`config.mk`:
```
export PLATFORM = sky130hd
export DESIGN_NAME = ctrl_fsm
export DESIGN_NICKNAME = d
export VERILOG_FILES = /design/src/rtl/ctrl_pkg.sv /design/src/rtl/ctrl_decode.sv /design/src/rtl/ctrl_fsm.sv
export SDC_FILE = /design/constraint.sdc
export NUM_CORES = 1
export LEC_CHECK = 0
export CORE_MARGIN = 4
export CORE_UTILIZATION = 35
export CTS_BUF_LIST = sky130_fd_sc_hd__clkbuf_2 sky130_fd_sc_hd__clkbuf_4 sky130_fd_sc_hd__clkbuf_8
export DETAILED_ROUTE_END_ITERATION = 16
export PLACE_DENSITY_LB_ADDON = 0.1
export SLEW_MARGIN = 15
export SYNTH_ARGS = -nofsm -noshare
export SYNTH_HDL_FRONTEND = slang
export SYNTH_SLANG_ARGS = --single-unit
```
`constraint.sdc`:
```
create_clock -name clk -period 1.6 [get_ports clk]
set_clock_uncertainty 0.05 [all_clocks]
set_input_delay 0.32 -clock clk [delete_from_list [all_inputs] [get_ports clk]]
set_output_delay 0.32 -clock clk [all_outputs]
set_load 0.01 [all_outputs]
```
`src/rtl/ctrl_pkg.sv`:
```
// ctrl_pkg -- shared definitions for the accumulator-machine control unit.
//   Opcode constants (IR[15:10]), controller state encoding, opcode
//   classes produced by ctrl_decode, accumulator source and ALU op codes.
//   Used by ctrl_decode and ctrl_fsm.
package ctrl_pkg;

    localparam logic [5:0] OP_NOP = 6'b000000;
    localparam logic [5:0] OP_HLT = 6'b000001;
    localparam logic [5:0] OP_LDA = 6'b000010;
    localparam logic [5:0] OP_STA = 6'b000011;
    localparam logic [5:0] OP_ADD = 6'b000100;
    localparam logic [5:0] OP_SUB = 6'b000101;
    localparam logic [5:0] OP_AND = 6'b000110;
    localparam logic [5:0] OP_OR  = 6'b000111;
    localparam logic [5:0] OP_LDI = 6'b001000;
    localparam logic [5:0] OP_JMP = 6'b010000;
    localparam logic [5:0] OP_BRZ = 6'b010001;
    localparam logic [5:0] OP_PSH = 6'b011000;
    localparam logic [5:0] OP_POP = 6'b011001;

    typedef enum logic [2:0] {
        ST_IDLE   = 3'd0,
        ST_FETCH  = 3'd1,
        ST_DECODE = 3'd2,
        ST_EXEC   = 3'd3,
        ST_MEM    = 3'd4,
        ST_HALT   = 3'd5
    } state_e;

    typedef enum logic [1:0] {
        ACC_SRC_ALU   = 2'd0,
        ACC_SRC_MEM   = 2'd1,
        ACC_SRC_IMM   = 2'd2,
        ACC_SRC_STACK = 2'd3
    } acc_src_e;

    typedef enum logic [1:0] {
        ALU_ADD = 2'd0,
        ALU_SUB = 2'd1,
        ALU_AND = 2'd2,
        ALU_OR  = 2'd3
    } alu_op_e;

    typedef enum logic [3:0] {
        CLS_NOP,
        CLS_HLT,
        CLS_ALU,
        CLS_LDI,
        CLS_JMP,
        CLS_BRZ,
        CLS_LDA,
        CLS_STA,
        CLS_PSH,
        CLS_POP
    } op_class_e;

    // Classes that take the MEM state instead of EXEC.
    function automatic logic is_mem_class(input op_class_e c);
        return (c == CLS_LDA) || (c == CLS_STA) || (c == CLS_PSH) || (c == CLS_POP);
    endfunction

endpackage

```
`src/rtl/ctrl_decode.sv`:
```
// ctrl_decode -- combinational opcode classifier.
//   opcode   in  6  decoded IR[15:10]
//   op_class out    instruction class steering the controller
//   alu_op   out    ALU operation for ALU-class opcodes (ADD otherwise)
//   legal    out 1  opcode is a recognised instruction
// Macro CTRL_STACK_OPS_EN: when defined PSH/POP are recognised, otherwise
// they fall into the illegal set.
module ctrl_decode
    import ctrl_pkg::*;
(
    input  logic [5:0] opcode,
    output op_class_e  op_class,
    output alu_op_e    alu_op,
    output logic       legal
);

    always_comb begin
        op_class = CLS_NOP;
        alu_op   = ALU_ADD;
        legal    = 1'b1;
        case (opcode)
            OP_NOP: op_class = CLS_NOP;
            OP_HLT: op_class = CLS_HLT;
            OP_LDA: op_class = CLS_LDA;
            OP_STA: op_class = CLS_STA;
            OP_ADD: begin op_class = CLS_ALU; alu_op = ALU_ADD; end
            OP_SUB: begin op_class = CLS_ALU; alu_op = ALU_SUB; end
            OP_AND: begin op_class = CLS_ALU; alu_op = ALU_AND; end
            OP_OR:  begin op_class = CLS_ALU; alu_op = ALU_OR;  end
            OP_LDI: op_class = CLS_LDI;
            OP_JMP: op_class = CLS_JMP;
            OP_BRZ: op_class = CLS_BRZ;
`ifdef CTRL_STACK_OPS_EN
            OP_PSH: op_class = CLS_PSH;
            OP_POP: op_class = CLS_POP;
`endif
            default: legal = 1'b0;
        endcase
    end

endmodule

```
`src/rtl/ctrl_fsm.sv`:
```
// ctrl_fsm -- fetch/decode/execute controller for the accumulator machine.
//   clk, rst (async, active-low), start (leave IDLE), opcode (IR[15:10]),
//   zero (accumulator zero flag), mem_ready (memory handshake done).
//   Outputs: ir_w, pc_inc, pc_load, addr_sel (0=PC,1=BA), mem_rd, mem_wr,
//   acc_w, acc_src (0=ALU,1=mem,2=IMM,3=stack), alu_op (0=ADD,1=SUB,2=AND,
//   3=OR), sp_push, sp_pop, halted, illegal (one-cycle pulse in DECODE).
// Macro CTRL_STACK_OPS_EN enables PSH/POP; without it they are illegal and
// sp_push/sp_pop stay 0.
module ctrl_fsm
    import ctrl_pkg::*;
(
    input  logic       clk,
    input  logic       rst,
    input  logic       start,
    input  logic [5:0] opcode,
    input  logic       zero,
    input  logic       mem_ready,
    output logic       ir_w,
    output logic       pc_inc,
    output logic       pc_load,
    output logic       addr_sel,
    output logic       mem_rd,
    output logic       mem_wr,
    output logic       acc_w,
    output logic [1:0] acc_src,
    output logic [1:0] alu_op,
    output logic       sp_push,
    output logic       sp_pop,
    output logic       halted,
    output logic       illegal
);

    state_e    state_q, state_d;
    op_class_e op_class;
    alu_op_e   dec_alu_op;
    logic      legal;

    ctrl_decode u_decode (
        .opcode   (opcode),
        .op_class (op_class),
        .alu_op   (dec_alu_op),
        .legal    (legal)
    );

    always_ff @(posedge clk or negedge rst) begin
        if (!rst) state_q <= ST_IDLE;
        else      state_q <= state_d;
    end

    always_comb begin
        state_d = state_q;
        case (state_q)
            ST_IDLE:   if (start) state_d = ST_FETCH;
            ST_FETCH:  if (mem_ready) state_d = ST_DECODE;
            ST_DECODE: begin
                if (!legal || op_class == CLS_NOP) state_d = ST_FETCH;
                else if (op_class == CLS_HLT)      state_d = ST_HALT;
                else if (is_mem_class(op_class))   state_d = ST_MEM;
                else                               state_d = ST_EXEC;
            end
            ST_EXEC:   state_d = ST_FETCH;
            // Stack ops complete in one cycle; LDA/STA wait on the handshake.
            ST_MEM: begin
                if (!(op_class == CLS_LDA || op_class == CLS_STA) || mem_ready)
                    state_d = ST_FETCH;
            end
            ST_HALT:   state_d = ST_HALT;
            default:   state_d = ST_IDLE;
        endcase
    end

    // Outputs are decoded from the state register, so an asynchronous reset
    // clears every strobe in the same cycle. mem_rd/mem_wr depend only on
    // state and opcode, never on mem_ready.
    always_comb begin
        ir_w     = 1'b0;
        pc_inc   = 1'b0;
        pc_load  = 1'b0;
        addr_sel = 1'b0;
        mem_rd   = 1'b0;
        mem_wr   = 1'b0;
        acc_w    = 1'b0;
        acc_src  = ACC_SRC_ALU;
        alu_op   = ALU_ADD;
        sp_push  = 1'b0;
        sp_pop   = 1'b0;
        halted   = 1'b0;
        illegal  = 1'b0;
        case (state_q)
            ST_FETCH: begin
                mem_rd = 1'b1;
                ir_w   = mem_ready;
                pc_inc = mem_ready;
            end
            ST_DECODE: illegal = ~legal;
            ST_EXEC: begin
                case (op_class)
                    CLS_ALU: begin acc_w = 1'b1; alu_op = dec_alu_op; end
                    CLS_LDI: begin acc_w = 1'b1; acc_src = ACC_SRC_IMM; end
                    CLS_JMP: pc_load = 1'b1;
                    CLS_BRZ: pc_load = zero;
                    default: ;
                endcase
            end
            ST_MEM: begin
                addr_sel = 1'b1;
                case (op_class)
                    CLS_LDA: begin
                        mem_rd  = 1'b1;
                        acc_w   = mem_ready;
                        acc_src = mem_ready ? ACC_SRC_MEM : ACC_SRC_ALU;
                    end
                    CLS_STA: mem_wr = 1'b1;
`ifdef CTRL_STACK_OPS_EN
                    CLS_PSH: sp_push = 1'b1;
                    CLS_POP: begin
                        sp_pop  = 1'b1;
                        acc_w   = 1'b1;
                        acc_src = ACC_SRC_STACK;
                    end
`endif
                    default: ;
                endcase
            end
            ST_HALT: halted = 1'b1;
            default: ;
        endcase
    end

endmodule

```
==> metrics.csv, run 1 <==
metric;value;unit
clkSinkCount;3;
dieWidth;44.62;um
status;stopped before the end;
clk_root_buffer_cell;sky130_fd_sc_hd__clkbuf_4;
worst_endpoint_kind;output port;
antenna_violations_before_repair;0;
cts-buffers-inserted;3;
netlist_instances;64;
yosysSeqAreaShare;16.00;%
core.rowCount;12;
place.port_buffers;23;
ctsLongestPathBuffers;2;
postGrtWorstEndpoint;acc_w;
maximum_number_of_pins_on_one_net_before_global_route_repair;8;
count_of_flip_flops_with_a_built_in_enable_after_synthesis;0;
synth.cell_area;469.2;sq um
synth_largest_area_cell;sky130_fd_sc_hd__dfrtp_1;
synthesis.area_per_instance;7.331;sq um
start_util;39.56;%
weighted_congestion_reported_at_the_end_of_routability_driven_placement;0.8436;
flow.stopped_at;global routing;
firstError;[ERROR DPL-0033] detailed placement checks failed during check placement.;
dpl.hpwl;1242;um
dpl_cell_area;854.6;sq um
post_synth_num_cell_types;36;
synth-main-ff-cell;sky130_fd_sc_hd__dfrtp_1;
chipHeight;44.62;um
synth.ff_latch_count;3;
ys_async_sr_fraction;100.0;%
htree_levels;1;
yosys_warnings;0;
cts_hold_buf;0;
io-pin-count;26;
yosys.area.top_type_share;16.00;%
netlist_top_cells_area;sky130_fd_sc_hd__dfrtp_1 (16%), sky130_fd_sc_hd__nor2_1 (7.2%), sky130_fd_sc_hd__inv_1 (5.6%), sky130_fd_sc_hd__nor2b_1 (5.3%), sky130_fd_sc_hd__nor4_1 (5.3%);
## synth_stat cells (2+ instances only)
cell type and count:
sky130_fd_sc_hd__nor2_1 9, sky130_fd_sc_hd__inv_1 7, sky130_fd_sc_hd__nor2b_1 4, sky130_fd_sc_hd__nor4_1 4
sky130_fd_sc_hd__buf_4 3, sky130_fd_sc_hd__dfrtp_1 3, sky130_fd_sc_hd__a21oi_1 2, sky130_fd_sc_hd__nand2_1 2
sky130_fd_sc_hd__nand2b_1 2, sky130_fd_sc_hd__o21ai_0 2
## cell families after synthesis
group	count (synthesis)	share of synthesized area (%)
compound gates	15	24.80
buf+inv	12	13.60
other cells	1	0.7992
flops	3	16.00
simple gates	33	44.80
## timing repair
item,4_1_cts
gates resized for setup,115
setup endpoints to repair,16
pin swaps,14
gates cloned,0
buffers inserted,16
## through the flow
stage	utilization (%)	hold slack (ns)	std cells	worst slack [ns]	TNS [ns]
3_5_place_dp	72.05	0.4745	118	-1.067	-11.24
4_1_cts	87.87	0.2072	136	-0.3031	-2.325
3_3_place_gp	72.05	0.4630	118	-1.044	-10.86
2_1_floorplan	-	-0.02559	65	-0.01446	-0.01446
==> inputs of run 2 (changes only) <==
CORE_AREA = 4 4 65 67   (was not set)
CORE_MARGIN = not set   (was 4)
CORE_UTILIZATION = not set   (was 35)
CTS_BUF_LIST = not set   (was sky130_fd_sc_hd__clkbuf_2 sky130_fd_sc_hd__clkbuf_4 sky130_fd_sc_hd__clkbuf_8)
DIE_AREA = 0 0 69 71   (was not set)
PLACE_DENSITY_LB_ADDON = 0.15   (was 0.1)
clock period = 2.08 ns   (was 1.6 ns; I/O delays follow)
==> metrics.csv, run 2 <==
metric;value;unit;change
status;finished with violations;;
violations;negative setup slack;;
finalPower;0.0005263;W;
ant_nets;0;;
yosys.area.top_type_share;16.00;%;unchanged
synthSimpleGateAreaFrac;44.80;%;unchanged
routed_wire_length_per_instance;10.43;um;
peakVddDrop;0.0001728;V;
top_count_cell_post_synth;sky130_fd_sc_hd__nor2_1;;
drt_pass1_iterations;4;;
synth.cell_area;469.2;sq um;unchanged
biggest_regs;state_q x3;;
endpoint_kind;output port;;
weighted_congestion_reported_at_the_end_of_routability_driven_placement;0.7067;;-16%
antenna_violations_before_repair;0;;
setup.worst_path.class;in2out;;
dieWidth;69;um;+55%
netlist_top_cells_area;sky130_fd_sc_hd__dfrtp_1 (16%), sky130_fd_sc_hd__nor2_1 (7.2%), sky130_fd_sc_hd__inv_1 (5.6%), sky130_fd_sc_hd__nor2b_1 (5.3%), sky130_fd_sc_hd__nor4_1 (5.3%);;
clkSinkCount;3;;unchanged
crit_top_cell;sky130_fd_sc_hd__buf_6;;
synth_compound_gate_area_share;24.80;%;unchanged
die_area;4899;sq um;
final_design_area_no_fill;1017;sq um;
synth.area.mux_share;0;%;unchanged
nNetsFinal;127;;
insertion_delay_to_the_later_sink_of_the_worst_skew_pair;0.21;ns;
max_cap_check_violation_count;0;;
start_kind;primary input;;
area_delta_synth_final;116.8;%;
critical_path_peak_fanout;3;;
timing.final.crit_period;2.144;ns;
maxClockFrequency;0.4665;GHz;
tritoncts;yes;;
final_common_cell;sky130_fd_sc_hd__buf_4;;
post_synth_most_frequent_cells;sky130_fd_sc_hd__nor2_1 (9), sky130_fd_sc_hd__inv_1 (7), sky130_fd_sc_hd__nor2b_1 (4), sky130_fd_sc_hd__nor4_1 (4);;
post-route-util;28.00;%;
core.rowCount;22;;+10
synth_top_family_by_area;simple AND/OR/NAND/NOR gates;;
timing.final.setup_violations;3;;
flip_flop_count_of_the_largest_register_all_copies_and_words_added;3;;
synth_xor_area_share;0;%;unchanged
ctsLongestPathBuffers;2;;unchanged
synth_fa_ha_area_share;0;%;unchanged
cts_hold_buf;0;;unchanged
worstPathArrival;1.68;ns;
netlist_instances;64;;unchanged
design.core.area;3633;sq um;
place.port_buffers;23;;unchanged
antenna_cells;0;;
grt_first_pass_wirelength;2856;um;
critical_path.max_stage_delay;0.54;ns;
io-pin-count;26;;unchanged
wirelength;1700;um;
critPathSlowestCell;sky130_fd_sc_hd__or4_4;;
global_route.usage.total;7.094;%;
count_of_flip_flops_with_a_built_in_enable_after_synthesis;0;;unchanged
yosysSeqAreaShare;16.00;%;unchanged
registers.top_by_ff_count;state_q;;
worst_hold_path_class;in2async;;
yosys_warnings;0;;unchanged
final.setup.tns;-0.1710;ns;
fraction_of_layout_cells_with_a_size_suffix_above_1;55.65;%;
grt_setup_unrepaired;yes;;
power.density_cell_area;517.3;nW/um^2;
timing.critical_path.cells;buf_6 > buf_6 > or4_4 > nor2_4 > buf_6 > and4_1 > buf_2;;
final.setup.worst_slack;-0.06365;ns;
synth.ff_latch_count;3;;unchanged
dpl_cell_area;890.9;sq um;+4.2%
synthesis.area_per_instance;7.331;sq um;unchanged
layout_common_cells;sky130_fd_sc_hd__buf_4 (24), sky130_fd_sc_hd__buf_2 (10), sky130_fd_sc_hd__nor2_1 (8), sky130_fd_sc_hd__buf_6 (8), sky130_fd_sc_hd__inv_1 (7);;
drc;0;;
detail_route.iter0.violations;13;;
htree_levels;1;;unchanged
cts-buffers-inserted;3;;unchanged
hold_viol_final;0;;
maximum_number_of_pins_on_one_net_before_global_route_repair;9;;
dpl.hpwl;1368;um;+10%
clk_pin_slew;0.03;ns;
crit_required;1.61;ns;
overflow;0;;
start_util;12.91;%;-27 points
final-max-slew-violation-count;0;;
vias;637;;
synth-main-ff-cell;sky130_fd_sc_hd__dfrtp_1;;
post_synth_num_cell_types;36;;unchanged
synth_largest_area_cell;sky130_fd_sc_hd__dfrtp_1;;
vias_in_the_first_global_route;640;;
leakagePower;0.5141;nW;
vias_per_cell;3.908;;
chipHeight;71;um;+59%
numPlacedInstances;153;;+30%
ys_async_sr_fraction;100.0;%;unchanged
number_of_standard_cells_in_the_layout_taps_in_and_fillers_out;163;;
clk_root_buffer_cell;sky130_fd_sc_hd__clkbuf_8;;
final_min_period_over_clock_period;103.1;%;
[run 2: cell counts after synthesis]
No cell type changed its count.
[run 2: final cells by class]
cell class                      count  area [sq um]
Tap cell                           48         60.06
Multi-Input combinational cell     50         410.4
Inverter                            7         26.28
Sequential cell                     3         75.07
Timing Repair Buffer               51         400.4
Clock buffer                        4         45.04
Fill cell                         425          2616
[run 2: logic make-up after synthesis]
| kind of cell | after synthesis |
|---|---|
| flops | 3 |
| compound gates | 15 |
| other cells | 1 |
| buf+inv | 12 |
| simple gates | 33 |
[run 2: final timing paths]
path | slack [ns] | from | to | cells past startpoint
setup / recovery | -0.06 | opcode[3] | acc_src[0] | 7
hold / removal | 0.34 | rst | state_q[0] | 1
setup reg to reg | 0.37 | state_q[0] | state_q[0] | 8
hold reg to reg | 0.55 | state_q[2] | state_q[0] | 2
max in group asynchronous | 1.49 | rst | state_q[1] | 1
min in group clk | 0.50 | opcode[5] | state_q[1] | 3
[run 2: metrics by stage]
stage,setup WS [ns],hold WS (ns)
floorplan,0.1496,0.07041
global placement,-0.7571,0.5475
CTS,-0.07567,0.3428
global route,-0.1172,0.3507
finish,-0.06365,0.3389
detailed placement,-0.7695,0.5383
[run 2: repair_timing]
action                                  4_1_cts  5_1_grt
endpoints found under the setup margin       13        8
setup buffers                                 5        1
gates cloned                                  0        0
gates resized for setup                      74       16
pin swaps                                     8        4
[run 2: power breakdown]
| part | switching [W] | internal (W) | leakage [nW] |
|---|---|---|---|
| Combinational | 0.000122 | 0.000150 | 0.454 |
| Clock | 0.0000362 | 0.000130 | 0.0228 |
| Sequential | 0.0000161 | 0.0000715 | 0.0376 |
| Total | 0.000174 | 0.000352 | 0.514 |
[run 2: routing by layer]
metal | GRT usage [%] | part of all wire (%)
met4 | 1.302 | 0
met1 | 8.242 | 46
met3 | 3.267 | 5.9
met2 | 12.08 | 48
met5 | 0 | 0
[run 2: worst max-delay path: cells and delay by family]
| family | cells | cell delay (ns) |
|---|---|---|
| buf+inv | 4 | 0.41 |
| simple gates | 3 | 0.83 |
Power figures use the tool's default switching activity.
==> inputs of run 3 (changes only) <==
--- a/constraint.sdc
+++ b/constraint.sdc
@@ -3,3 +3,3 @@
 set_input_delay 0.416 -clock clk [delete_from_list [all_inputs] [get_ports clk]]
 set_output_delay 0.416 -clock clk [all_outputs]
-set_load 0.01 [all_outputs]
+set_load 0.02 [all_outputs]
==> metrics.csv, run 3 (synthesis gave the netlist of run 2 again) <==
metric;value;unit;change
flip_flop_count_of_the_largest_register_all_copies_and_words_added;3;;unchanged
final.setup.worst_slack;-0.03895;ns;+0.02469 ns
grt_setup_unrepaired;yes;;
grt_first_pass_wirelength;3174;um;+11%
start_util;12.91;%;unchanged
insertion_delay_to_the_later_sink_of_the_worst_skew_pair;0.21;ns;about the same
clk_pin_slew;0.03;ns;about the same
chipHeight;71;um;unchanged
overflow;0;;unchanged
vias_per_cell;3.913;;+0.12%
grt_use_met3;3.125;%;-0.14 points
critical_path_peak_fanout;4;;+1
crit_top_cell;sky130_fd_sc_hd__buf_6;;
final_common_cell;sky130_fd_sc_hd__buf_4;;
antenna_violations_before_repair;0;;unchanged
leakagePower;0.4998;nW;-2.8%
status;finished with violations;;
clkSinkCount;3;;unchanged
worst_hold_path_class;in2async;;
drt_pass1_iterations;4;;unchanged
dpl_cell_area;883.3;sq um;-0.84%
area_delta_synth_final;117.6;%;
vias;626;;-1.7%
ctsLongestPathBuffers;2;;unchanged
cp_num_cells;6;;-1
max_cap_check_violation_count;0;;unchanged
endpoint_kind;output port;;
antenna_cells;0;;unchanged
global_route.usage.total;8.007;%;+0.91 points
critPathSlowestCell;sky130_fd_sc_hd__or4_4;;
crit_required;1.61;ns;about the same
peakVddDrop;0.0001405;V;-19%
detail_route.iter0.violations;11;;-2
io-pin-count;26;;unchanged
htree_levels;1;;unchanged
violations;negative setup slack;;
clk_root_buffer_cell;sky130_fd_sc_hd__clkbuf_8;;
maxClockFrequency;0.4719;GHz;+1.2%
maximum_number_of_pins_on_one_net_before_global_route_repair;9;;unchanged
crit_family;simple AND/OR/NAND/NOR gates;;
weighted_congestion_reported_at_the_end_of_routability_driven_placement;0.6881;;-2.6%
worstPathArrival;1.65;ns;-0.03 ns
dieWidth;69;um;unchanged
cts-buffers-inserted;3;;unchanged
layout_common_cells;sky130_fd_sc_hd__buf_4 (26), sky130_fd_sc_hd__buf_6 (10), sky130_fd_sc_hd__nor2_1 (8), sky130_fd_sc_hd__inv_1 (7), sky130_fd_sc_hd__clkdlybuf4s50_1 (4);;
routed_wire_length_per_instance;11.07;um;+6.1%
place.port_buffers;23;;unchanged
vias_in_the_first_global_route;707;;+10%
final.setup.tns;-0.07552;ns;+0.09552 ns
final_min_period_over_clock_period;101.9;%;-1.2 points
timing.critical_path.cells;buf_6 > buf_6 > or4_4 > nor2_4 > and4_1 > buf_6;;
hold_viol_final;0;;unchanged
wirelength;1771;um;+4.2%
timing.final.setup_violations;2;;-1
setup.worst_path.class;in2out;;
biggest_regs;state_q x3;;
timing.final.crit_period;2.119;ns;-0.02469 ns
cts_hold_buf;0;;unchanged
fraction_of_layout_cells_with_a_size_suffix_above_1;54.46;%;-1.2 points
post-route-util;28.10;%;+0.10 points
registers.top_by_ff_count;state_q;;
power.density_cell_area;547.0;nW/um^2;+5.7%
top_usage_layer;met2;;
tritoncts;yes;;
nNetsFinal;124;;-2.4%
critical_path.max_stage_delay;0.57;ns;+0.03 ns
start_kind;primary input;;
post-place-ws;-0.8275;ns;-0.05805 ns
met2_usage;14.51;%;+2.4 points
final-max-slew-violation-count;0;;unchanged
core.rowCount;22;;unchanged
design.core.area;3633;sq um;unchanged
hold-worst-slack;0.3475;ns;+0.008626 ns
critPathBufInv;3;;-1
drc;0;;unchanged
final_design_area_no_fill;1021;sq um;+0.37%
gr-usage-met1;8.999;%;+0.76 points
die_area;4899;sq um;unchanged
dpl.hpwl;1409;um;+3.0%
ant_nets;0;;unchanged
r2r.worst_path.cells;7;;-1
run 3: area by class of cell:
type	instances	area (sq um)
multi-input combinational	50	414.1
timing repair buffer	48	400.4
inverter	7	26.28
fill	431	2613
clock buffer	4	45.04
tap	48	60.06
sequential	3	75.07
run 3: path summary, 6_finish.rpt:
path	from	slack [ns]	endpoint
max	opcode[3]	-0.04	acc_src[0]
min	rst	0.35	state_q[0]
max reg2reg	state_q[0]	0.47	state_q[0]
min reg2reg	state_q[1]	0.55	state_q[0]
max in group asynchronous	rst	1.48	state_q[1]
min in group clk	opcode[5]	0.50	state_q[1]
run 3: power breakdown:
part / internal, W / leakage (nW) / switching [W] / total [W]
Combinational: 0.000164 / 0.439 / 0.000143 / 0.000306
Clock: 0.000130 / 0.0228 / 0.0000347 / 0.000165
Sequential: 0.0000715 / 0.0376 / 0.0000158 / 0.0000873
Total: 0.000365 / 0.500 / 0.000193 / 0.000558
run 3: worst register-to-register path, cell delays in order (launching register included):
cell and delay (ns):
sky130_fd_sc_hd__dfrtp_1 0.44, sky130_fd_sc_hd__or2b_2 0.21, sky130_fd_sc_hd__nor2_4 0.06, sky130_fd_sc_hd__buf_4 0.12, sky130_fd_sc_hd__buf_4 0.12, sky130_fd_sc_hd__buf_4 0.12, sky130_fd_sc_hd__a21o_1 0.16, sky130_fd_sc_hd__a221oi_1 0.22
run 3: metrics by stage:
stage                     std cells  total power (W)
after global routing            160        0.0006061
final                           160        0.0005585
after global placement          152        0.0003694
after detailed placement        152        0.0003679
after floorplan                  65        0.0002348
after CTS                       159        0.0005517
run 3: timing repair:
action	in CTS	in global routing
pin swaps	9	8
resized for setup	90	12
setup buffers	3	1
endpoints found under the setup margin	13	11
run 3: per-layer routing:
| layer | routed length [um] | vias to the layer above | part of all wire, % |
|---|---|---|---|
| met3 | 85 | 0 | 4.8 |
| met1 | 777 | 290 | 44 |
| met2 | 909 | 19 | 51 |
| met5 | 0 | - | 0 |
| met4 | 0 | 0 | 0 |
| li1 | - | 317 | - |
==> inputs of run 4 (changes only) <==
CTS_BUF_LIST = sky130_fd_sc_hd__clkbuf_16   (was not set)
==> metrics.csv, run 4 (synthesis gave the netlist of run 2 again) <==
metric;value;unit;change
status;finished with violations;;
violations;negative setup slack;;
io-pin-count;26;;unchanged
biggest_regs;state_q x3;;
drt_pass1_iterations;4;;unchanged
dieWidth;69;um;unchanged
ctsLongestPathBuffers;2;;unchanged
final_min_period_over_clock_period;101.9;%;unchanged
fill_cells;427;;-0.93%
seq_area;75.07;sq um;unchanged
pwr-share-seq;12.7;%;-2.9 points
overflow;0;;unchanged
fraction_of_layout_cells_with_a_size_suffix_above_1;54.46;%;unchanged
hold_viol_final;0;;unchanged
vias;627;;+0.16%
routed_wire_length_per_instance;11.26;um;+1.7%
critical_path_peak_fanout;4;;unchanged
post-place-ws;-0.8275;ns;unchanged
dpl.hpwl;1409;um;unchanged
registers.top_by_ff_count;state_q;;
grt_setup_unrepaired;yes;;
numPlacedInstances;152;;unchanged
core.rowCount;22;;unchanged
max_cap_check_violation_count;0;;unchanged
cts_hold_buf;0;;unchanged
peakVddDrop;0.0002746;V;+95%
ant_nets;0;;unchanged
endpoint_kind;output port;;
setup.worst_path.class;in2out;;
hold-worst-slack;0.3401;ns;-0.007450 ns
wirelength;1801;um;+1.7%
area_delta_synth_final;124.8;%;
multi_input_gate_area;414.1;sq um;unchanged
final_common_cell;sky130_fd_sc_hd__buf_4;;
final-max-slew-violation-count;0;;unchanged
leakagePower;0.5193;nW;+3.9%
internal_power;0.0004824;W;+32%
detail_route.iter0.violations;16;;+5
flip_flop_count_of_the_largest_register_all_copies_and_words_added;3;;unchanged
insertion_delay_to_the_later_sink_of_the_worst_skew_pair;0.22;ns;about the same
total_switching_power;0.0002059;W;+6.6%
tritoncts;yes;;
die_area;4899;sq um;unchanged
drc;0;;unchanged
pwr-share-comb;44.5;%;-10 points
maximum_number_of_pins_on_one_net_before_global_route_repair;9;;unchanged
htree_levels;1;;unchanged
global_route.usage.total;8.093;%;+0.086 points
maxClockFrequency;0.4719;GHz;unchanged
timing.final.crit_period;2.119;ns;unchanged
vias_in_the_first_global_route;709;;+0.28%
grt_first_pass_wirelength;3208;um;+1.1%
power.density_cell_area;652.6;nW/um^2;+19%
power.share.switching;29.92;%;-4.7 points
vias_per_cell;3.919;;+0.16%
post-route-util;29.03;%;+0.93 points
cts-buffers-inserted;3;;unchanged
antenna_violations_before_repair;0;;unchanged
chipHeight;71;um;unchanged
number_of_standard_cells_in_the_layout_taps_in_and_fillers_out;160;;unchanged
antenna_cells;0;;unchanged
nNetsFinal;124;;unchanged
worst_hold_path_class;in2async;;
clkSinkCount;3;;unchanged
design.core.area;3633;sq um;unchanged
finalPower;0.0006883;W;+23%
worstPathArrival;1.65;ns;about the same
place.port_buffers;23;;unchanged
clk_root_buffer_cell;sky130_fd_sc_hd__clkbuf_16;;
clkPwrFrac;42.8;%;+13 points
clk_pin_slew;0.03;ns;about the same
layout_common_cells;sky130_fd_sc_hd__buf_4 (26), sky130_fd_sc_hd__buf_6 (10), sky130_fd_sc_hd__nor2_1 (8), sky130_fd_sc_hd__inv_1 (8), sky130_fd_sc_hd__clkdlybuf4s50_1 (4);;
final.setup.worst_slack;-0.03895;ns;unchanged
start_kind;primary input;;
weighted_congestion_reported_at_the_end_of_routability_driven_placement;0.6881;;unchanged
crit_required;1.61;ns;about the same
start_util;12.91;%;unchanged
timing.final.setup_violations;2;;unchanged
## run 4: repair_timing
item,in CTS,in global routing
setup buffers,3,1
setup endpoints to repair,13,11
resized for setup,90,12
pin swaps,9,8
## run 4: worst paths after layout
kind	slack, ns	cells past startpoint	from	end
max in group asynchronous	1.49	1	rst	state_q[2]
setup reg to reg	0.47	7	state_q[0]	state_q[0]
hold reg to reg	0.55	2	state_q[1]	state_q[0]
setup / recovery	-0.04	6	opcode[3]	acc_src[0]
hold / removal	0.34	1	rst	state_q[0]
min in group clk	0.49	3	opcode[5]	state_q[1]
## run 4: final cells by class
cell class,instances,share of cell area [%]
multi-input cells,50,39.26
repair buffers,48,37.96
clock inverters,1,0.3559
inverters,7,2.491
clock buffers,3,7.117
well taps,48,5.694
flip-flops and latches,3,7.117
## run 4: power groups by stage
stage / registers (W) / clock network, W / logic (W)
floorplan: 0.0000808 / 0 / 0.000154
global placement: 0.0000892 / 0 / 0.000280
detailed placement: 0.0000889 / 0 / 0.000279
CTS: 0.0000879 / 0.000299 / 0.000293
global route: 0.0000911 / 0.000307 / 0.000337
finish: 0.0000874 / 0.000295 / 0.000306
## run 4: critical path, cell delays in order
cell	delay, ns
sky130_fd_sc_hd__buf_6	0.09
sky130_fd_sc_hd__buf_6	0.10
sky130_fd_sc_hd__or4_4	0.57
sky130_fd_sc_hd__nor2_4	0.14
sky130_fd_sc_hd__and4_1	0.20
sky130_fd_sc_hd__buf_6	0.12
## run 4: layer usage
metal  up-vias  share of wire (%)  track usage (%)
li1        318                  -                -
met1       288                 44            9.160
met2        19                 51            14.62
met3         2                4.3            2.699
met4         0                1.0            1.952
met5         -                  0                0
## run 4: through the flow
stage                     TNS [ns]  instance area, sq um
after global placement      -7.643                 883.3
final                     -0.07552                  1055
after floorplan                  0                 473.0
after CTS                  -0.1082                  1018
after global routing       -0.2713                  1055
after detailed placement    -7.561                 883.3
